[config.mk]
export PLATFORM = sky130hd
export DESIGN_NAME = fifo_rd_packer
export DESIGN_NICKNAME = d
export VERILOG_FILES = /design/src/rtl/fifo_rd_packer.sv
export SDC_FILE = /design/constraint.sdc
export NUM_CORES = 1
export LEC_CHECK = 0
export CAP_MARGIN = 0
export CELL_PAD_IN_SITES_DETAIL_PLACEMENT = 1
export CELL_PAD_IN_SITES_GLOBAL_PLACEMENT = 2
export CORE_ASPECT_RATIO = 0.75
export CORE_MARGIN = 2
export CORE_UTILIZATION = 38
export CTS_BUF_LIST = sky130_fd_sc_hd__clkbuf_16
export DETAILED_ROUTE_END_ITERATION = 10
export DONT_BUFFER_PORTS = 1
export GPL_ROUTABILITY_DRIVEN = 0
export GPL_TIMING_DRIVEN = 0
export PLACE_DENSITY = 0.91
export SYNTH_ARGS = -nofsm -noshare
export SYNTH_HDL_FRONTEND = slang
export SYNTH_SLANG_ARGS = --single-unit
[constraint.sdc]
create_clock -name clk -period 2.67 [get_ports clk]
set_clock_uncertainty 0.15 [all_clocks]
set_input_delay 0.801 -clock clk [delete_from_list [all_inputs] [get_ports clk]]
set_output_delay 0.801 -clock clk [all_outputs]
set_load 0.02 [all_outputs]
[src/rtl/fifo_rd_packer.sv]
// Read-side packer for the async FIFO: pops `pack` narrow words and presents them as one wide word.
// Optional partial-word flush after `timeout` idle cycles when PACK_TIMEOUT_EN is defined.
module fifo_rd_packer #(
  parameter int unsigned data_width = 8,
  parameter int unsigned pack       = 4,
  parameter int unsigned timeout    = 16,
  parameter int unsigned cnt_width  = 16
) (
  input  logic                         clk,
  input  logic                         rst,
  input  logic                         fifo_empty,
  output logic                         fifo_rd,
  input  logic [data_width-1:0]        fifo_rd_data,
  output logic [data_width*pack-1:0]   out_data,
  output logic [pack-1:0]              out_keep,
  output logic                         out_valid,
  input  logic                         out_ready,
  output logic [cnt_width-1:0]         out_cnt
);

  localparam int unsigned cw = $clog2(pack + 1);
  localparam logic [cw-1:0] pack_c = cw'(pack);
  localparam logic [cw-1:0] last_c = cw'(pack - 1);

  if (pack < 2 || timeout < 1) begin : g_param_check
    $error("fifo_rd_packer: pack must be >= 2 and timeout >= 1");
  end

  typedef enum logic {FILL, OUT} state_e;

  state_e                       state_q, state_d;
  logic [cw-1:0]                pop_cnt_q, pop_cnt_d;
  logic [cw-1:0]                cap_cnt_q, cap_cnt_d;
  logic                         rd_pend_q, rd_pend_d;
  logic [data_width*pack-1:0]   acc_q, acc_d;
  logic [pack-1:0]              keep_q, keep_d;
  logic                         valid_q, valid_d;
  logic [cnt_width-1:0]         cnt_q, cnt_d;
`ifdef PACK_TIMEOUT_EN
  localparam int unsigned iw = $clog2(timeout + 1);
  localparam logic [iw-1:0] idle_last_c = iw'(timeout - 1);
  logic [iw-1:0]                idle_q, idle_d;
`endif

  // Pop only while filling; OUT never overlaps with the next fill.
  assign fifo_rd = !rst && !fifo_empty && (state_q == FILL) && (pop_cnt_q < pack_c);

  always_comb begin
    state_d   = state_q;
    pop_cnt_d = pop_cnt_q;
    cap_cnt_d = cap_cnt_q;
    rd_pend_d = fifo_rd;
    acc_d     = acc_q;
    keep_d    = keep_q;
    valid_d   = valid_q;
    cnt_d     = cnt_q;
`ifdef PACK_TIMEOUT_EN
    idle_d    = idle_q;
`endif
    case (state_q)
      FILL: begin
        if (fifo_rd) pop_cnt_d = pop_cnt_q + 1'b1;
        if (rd_pend_q) begin
          for (int unsigned i = 0; i < pack; i++) begin
            if (cap_cnt_q == cw'(i)) acc_d[i*data_width +: data_width] = fifo_rd_data;
          end
          cap_cnt_d = cap_cnt_q + 1'b1;
`ifdef PACK_TIMEOUT_EN
          idle_d    = '0;
`endif
          if (cap_cnt_q == last_c) begin
            state_d = OUT;
            valid_d = 1'b1;
            keep_d  = '1;
          end
        end
`ifdef PACK_TIMEOUT_EN
        // Nothing in flight and the FIFO is dry: count towards a partial flush.
        else if (cap_cnt_q != '0 && fifo_empty) begin
          if (idle_q == idle_last_c) begin
            state_d = OUT;
            valid_d = 1'b1;
            idle_d  = '0;
            for (int unsigned i = 0; i < pack; i++) begin
              keep_d[i] = (cw'(i) < cap_cnt_q);
            end
          end else begin
            idle_d = idle_q + 1'b1;
          end
        end
`endif
      end
      OUT: begin
        if (out_ready) begin
          cnt_d     = cnt_q + 1'b1;
          acc_d     = '0;
          pop_cnt_d = '0;
          cap_cnt_d = '0;
          keep_d    = '0;
          valid_d   = 1'b0;
          state_d   = FILL;
`ifdef PACK_TIMEOUT_EN
          idle_d    = '0;
`endif
        end
      end
      default: state_d = FILL;
    endcase
  end

  always_ff @(posedge clk) begin
    if (rst) begin
      state_q   <= FILL;
      pop_cnt_q <= '0;
      cap_cnt_q <= '0;
      rd_pend_q <= 1'b0;
      acc_q     <= '0;
      keep_q    <= '0;
      valid_q   <= 1'b0;
      cnt_q     <= '0;
`ifdef PACK_TIMEOUT_EN
      idle_q    <= '0;
`endif
    end else begin
      state_q   <= state_d;
      pop_cnt_q <= pop_cnt_d;
      cap_cnt_q <= cap_cnt_d;
      rd_pend_q <= rd_pend_d;
      acc_q     <= acc_d;
      keep_q    <= keep_d;
      valid_q   <= valid_d;
      cnt_q     <= cnt_d;
`ifdef PACK_TIMEOUT_EN
      idle_q    <= idle_d;
`endif
    end
  end

  assign out_data  = acc_q;
  assign out_keep  = keep_q;
  assign out_valid = valid_q;
  assign out_cnt   = cnt_q;

endmodule

==> summary.txt, run 1 <==
Slew Viols, Final = 0
top cell type's share of synthesized area = 49.67%
residual DRC count = 0
crit path DAT = 1.45 ns
CP Max Fanout = 8
Placed Area = 2401 um^2
DR vias = 1928
vias per std cell = 5.385
top cells by area, synth = dfxtp_1, a21oi_1, nand2_1
Seq/Total Area, Yosys = 49.67%
syn avg cell area = 8.669 um^2
drt first pass iters = 4
Async SR Flop Fraction = 0%
Clock transition at path regs = 0.05 ns
r2r setup slk = 0.56 ns
hold path cells = 2
chip height = 71.34 um
P per Cell Area = 746.9 nW/um^2
worst r2r src = cap_cnt_q[0]
Design Power = 2.006 mW
clock latency on the worst-skew pair = 0.32 ns
Yosys reg bits = 57
I/O pins = 66
reg-to-reg endpoint = out_data[26]
CTS tree = yes
Cells after DPL = 343
min-delay src = pop_cnt_q[1]
CTS resizes = 0
worst hold path type = flop to flop
hold_buf cts = 0
Post-Layout Inst Area = 2685 um^2
Setup CP Type = primary input to output port
Lkg Pwr = 0.9821 nW
Post-synth EDFFs = 0
count of endpoints failing setup in the final report = 0
Yosys top cell by area = dfxtp_1
Synth Flop Type = dfxtp_1
TritonCTS buffer count = 9
setup total negative slack = 0 ns
Antenna Violating Nets Remaining = 0
VDD IR-drop max = 0.4219 mV
hold slack = 0.3459 ns
Die W = 93.78 um
Root Buffer = clkbuf_16
global-route wire length before repair = 10600 um
Period minus WS final = 2.397 ns
count of clock tree sinks = 57
synthesized area = 2297 um^2
worst-case clock buffer depth = 2
initial antenna violation count = 0
Crit path max-delay family = simple AND/OR/NAND/NOR gates
final hold vios = 0
Cell variety after synth = 33
CP max stage cell = nor4_4
worst hold endpoint = pop_cnt_q[1]
1st-iter DRT viols = 63
Setup crit start kind = primary input
slew margin rel. = 37.45%
Critical Path Max Stage Delay = 0.45 ns
RSZ-0062 raised after global routing = no
worst path cell trace = clkbuf_1, nor4_4
Max Freq = 0.4172 GHz
Mapped Nets = 284
Worst setup EP type = output port
max-cap viol count = 0
WP buf/inv = 1
H-Tree Depth = 3
P&R area growth vs syn = 16.88%
worst r2r path cells = 6
Site Rows = 24
Mapped Cells = 265
dpl hpwl = 4557 um
gr usage total = 20.89%
fin nets = 295
Worst EP required = 1.72 ns
# port buffers = 0
Synth Warn # = 0
GRT Residual Overflow = 0
Initial Util = 39.43%
vias in the first global route = 2003
Layout Cells excl Fill = 358
Setup Buffers After CTS = 0
Tightest Pin Transition = 0.9311 ns
outcome = complete, no violations
full die area = 6690 um^2
Ant. Diodes = 0
layout cells sized above 1 = 9.643%
largest net degree at the start of global routing = 11
wire length per cell = 17.97 um
final period utilization = 89.77%
core area = 5826 um^2
final WL = 6435 um
[per-stage QoR]
step / setup slack [ns] / utilization (%)
after global placement: 0.07449 / 41.22
after global routing: 0.1991 / 46.09
after detailed placement: 0.06030 / 41.22
after floorplan: 0.2378 / -
final: 0.2730 / 46.09
after CTS: 0.05706 / 45.94
[where the power goes]
group | leakage [nW] | switching [mW] | total [mW] | internal [mW]
Sequential | 0.461 | 0.0212 | 0.887 | 0.866
Combinational | 0.386 | 0.0440 | 0.0638 | 0.0199
Clock | 0.135 | 0.356 | 1.05 | 0.699
[registers in the layout, indices dropped and copies added, names as in the netlist]
register	count
cap_cnt_q	3
out_cnt	16
out_data	32
out_keep	1
pop_cnt_q	3
rd_pend_q	1
state_q	1
[Yosys cell counts (all sizes together) (4+ instances only)]
| library cell | instances |
|---|---|
| a21oi | 34 |
| a22o | 7 |
| and2 | 5 |
| and4 | 4 |
| buf | 9 |
| clkbuf | 9 |
| dfxtp | 57 |
| ha | 7 |
| inv | 5 |
| nand2 | 41 |
| nand3 | 26 |
| nand4 | 6 |
| nor2 | 22 |
| xor2 | 11 |
[cells by family after synthesis]
group | Yosys count | synth area share (%)
flops | 57 | 49.67
simple gates | 117 | 24.62
xor+xnor | 12 | 4.575
fa+ha+maj | 7 | 3.812
buf+inv | 23 | 4.793
compound gates | 49 | 12.53
[layout make-up]
class	count	area, um^2
Clock buffer	9	225.2
Buffer	18	91.34
Inverter	5	18.77
Multi-Input combinational cell	185	1061
Fill cell	690	3141
Clock inverter	6	50.05
Tap cell	78	97.59
Sequential cell	57	1141
[worst max-delay path by stage]
stage	start	slack [ns]	cells past startpoint	end
2_1_floorplan	rst	0.24	2	fifo_rd
3_3_place_gp	rst	0.07	2	fifo_rd
3_5_place_dp	rst	0.06	2	fifo_rd
4_1_cts	rst	0.06	2	fifo_rd
5_1_grt	rst	0.20	2	fifo_rd
6_report	rst	0.27	2	fifo_rd
[layer usage]
| layer | vias up | share of wire (%) | track usage [%] |
|---|---|---|---|
| met5 | - | 0 | 0 |
| met4 | 0 | 1.3 | 8.374 |
| met3 | 10 | 6.8 | 8.307 |
| met2 | 44 | 45 | 31.19 |
| met1 | 939 | 47 | 27.20 |
| li1 | 935 | - | - |
[layout by cell type (no fill, tap or decap), types with 4 or more instances in the layout]
cell,count
buf_4,5
clkbuf_1,9
ha_1,7
nand2_1,39
and2_1,4
a21oi_1,34
buf_2,4
clkbuf_16,9
a22o_1,7
nand4_1,6
nor2_1,22
inv_1,5
xor2_1,11
clkinv_1,4
dfxtp_1,57
nand3_1,26
(Power assumes the default switching activity.)
==> run 2: changes to the inputs <==
Settings changed: CORE_UTILIZATION 38 to 35, PLACE_DENSITY 0.91 to 0.86, SLEW_MARGIN set to 5.
Clock period 2.67 ns to 2.4 ns, I/O delays scaled along.
==> run 2 against run 1 <==
Net effect: die area rose by 8.1%; wire length fell by 0.12%; via count fell by 0.41%; first-iteration DRC count fell by 11%; non-clock buffer count did not move; sequential share of layout area fell by 0.079 points; critical path type unchanged.
==> summary.txt, run 2 (synthesis gave the netlist of run 1 again) <==
Die W = 97.55 um
Post-Place Setup Slack = -0.08105 ns
TritonCTS buffer count = 9
Antenna Violating Nets Remaining = 0
CP Max Fanout = 8
Layout Cells excl Fill = 361
reg-to-reg endpoint = out_data[26]
worst r2r src = cap_cnt_q[0]
Initial Util = 36.36%
hold slack = 0.3148 ns
worst path cell trace = clkbuf_1, nor4_4
drt first pass iters = 4
RSZ-0062 raised after global routing = no
Site Rows = 25
worst hold endpoint = rd_pend_q
fin nets = 295
Critical Path Max Stage Delay = 0.46 ns
most common cell after layout, fill and taps aside = dfxtp_1
Setup crit start kind = primary input
Clk pwr share = 53.0%
layout cells sized above 1 = 10.00%
Worst EP required = 1.53 ns
Placed Area = 2405 um^2
Design Power = 2.248 mW
Period minus WS final = 2.244 ns
CTS tree = yes
largest net degree at the start of global routing = 11
Root Buffer = clkbuf_16
Int Pwr = 1.765 mW
most frequent cells in the layout = dfxtp_1, nand2_1, a21oi_1
clock latency on the worst-skew pair = 0.32 ns
Slew Viols, Final = 0
worst hold path type = primary input to flop
Psw = 483.3 uW
I/O pins = 66
chip height = 74.16 um
final period utilization = 93.49%
count of endpoints failing setup in the final report = 0
Net Sw Frac = 21.50%
Reg power frac = 43.9%
max-cap viol count = 0
Cells after DPL = 346
r2r setup slk = 0.38 ns
full die area = 7234 um^2
# port buffers = 0
Tightest Pin Transition = 0.8161 ns
core area = 6319 um^2
fillers = 771
DR vias = 1920
Crit path depth = 2
initial antenna violation count = 0
Worst Slack Setup Final = 0.1563 ns
global-route wire length before repair = 10410 um
P per Cell Area = 835.8 nW/um^2
dpl hpwl = 4607 um
GRT Residual Overflow = 0
Crit path max-delay family = simple AND/OR/NAND/NOR gates
CP max stage cell = nor4_4
Clock transition at path regs = 0.05 ns
final WL = 6427 um
worst r2r path cells = 6
vias per std cell = 5.319
count of clock tree sinks = 57
outcome = complete, no violations
Worst setup EP type = output port
worst-case clock buffer depth = 2
VDD IR-drop max = 0.3458 mV
Comb pwr share = 3.1%
crit path DAT = 1.37 ns
Ant. Diodes = 0
final hold vios = 0
residual DRC count = 0
hold path cells = 1
Lkg Pwr = 0.9882 nW
number of flip-flops in the largest register = 32
1st-iter DRT viols = 56
Post-Layout Inst Area = 2690 um^2
H-Tree Depth = 3
Max Freq = 0.4457 GHz
slew margin rel. = 45.17%
vias in the first global route = 1988
P&R area growth vs syn = 17.10%
gr usage total = 18.74%
Setup CP Type = primary input to output port
WP buf/inv = 1
wire length per cell = 17.80 um
min-delay src = fifo_empty
[run 2: final cells by class]
cell class / count / area (um^2) / area share [%]
buffer: 18 / 91.34 / 3.395
multi-input combinational: 185 / 1061 / 39.44
sequential: 57 / 1141 / 42.42
inverter: 5 / 18.77 / 0.6977
clock inverter: 6 / 51.30 / 1.907
clock buffer: 9 / 225.2 / 8.372
tap: 81 / 101.3 / 3.767
[run 2: through the flow]
stage               utilization, %  TNS (ns)
floorplan                        -         0
global placement             38.06  -0.05607
detailed placement           38.06  -0.08105
CTS                          42.57         0
global route                 42.57         0
finish                       42.57         0
[run 2: power groups by stage]
stage          sequential (mW)  clock [mW]  combinational [mW]
2_1_floorplan             1.00           0              0.0514
3_3_place_gp              1.01           0              0.0672
3_5_place_dp              1.01           0              0.0705
4_1_cts                  0.987        1.21              0.0715
5_1_grt                  0.987        1.26              0.0802
6_report                 0.987        1.19              0.0703
[run 2: worst max path at each step]
stage | startpoint | to
2_1_floorplan | rst | fifo_rd
3_3_place_gp | rst | fifo_rd
3_5_place_dp | rst | fifo_rd
4_1_cts | rst | fifo_rd
5_1_grt | rst | fifo_rd
6_report | rst | fifo_rd
[run 2: layer usage]
layer | vias up | GRT usage [%] | share of wire (%)
li1 | 933 | - | -
met1 | 944 | 23.96 | 49
met2 | 34 | 28.81 | 43
met3 | 9 | 8.365 | 6.6
met4 | 0 | 6.019 | 1.2
met5 | - | 0 | 0
[run 2: what timing repair did]
item,4_1_cts,5_1_grt
gates resized for setup,1,0
hold buffers,0,0
buffers inserted,0,0
endpoints found under the setup margin,1,0
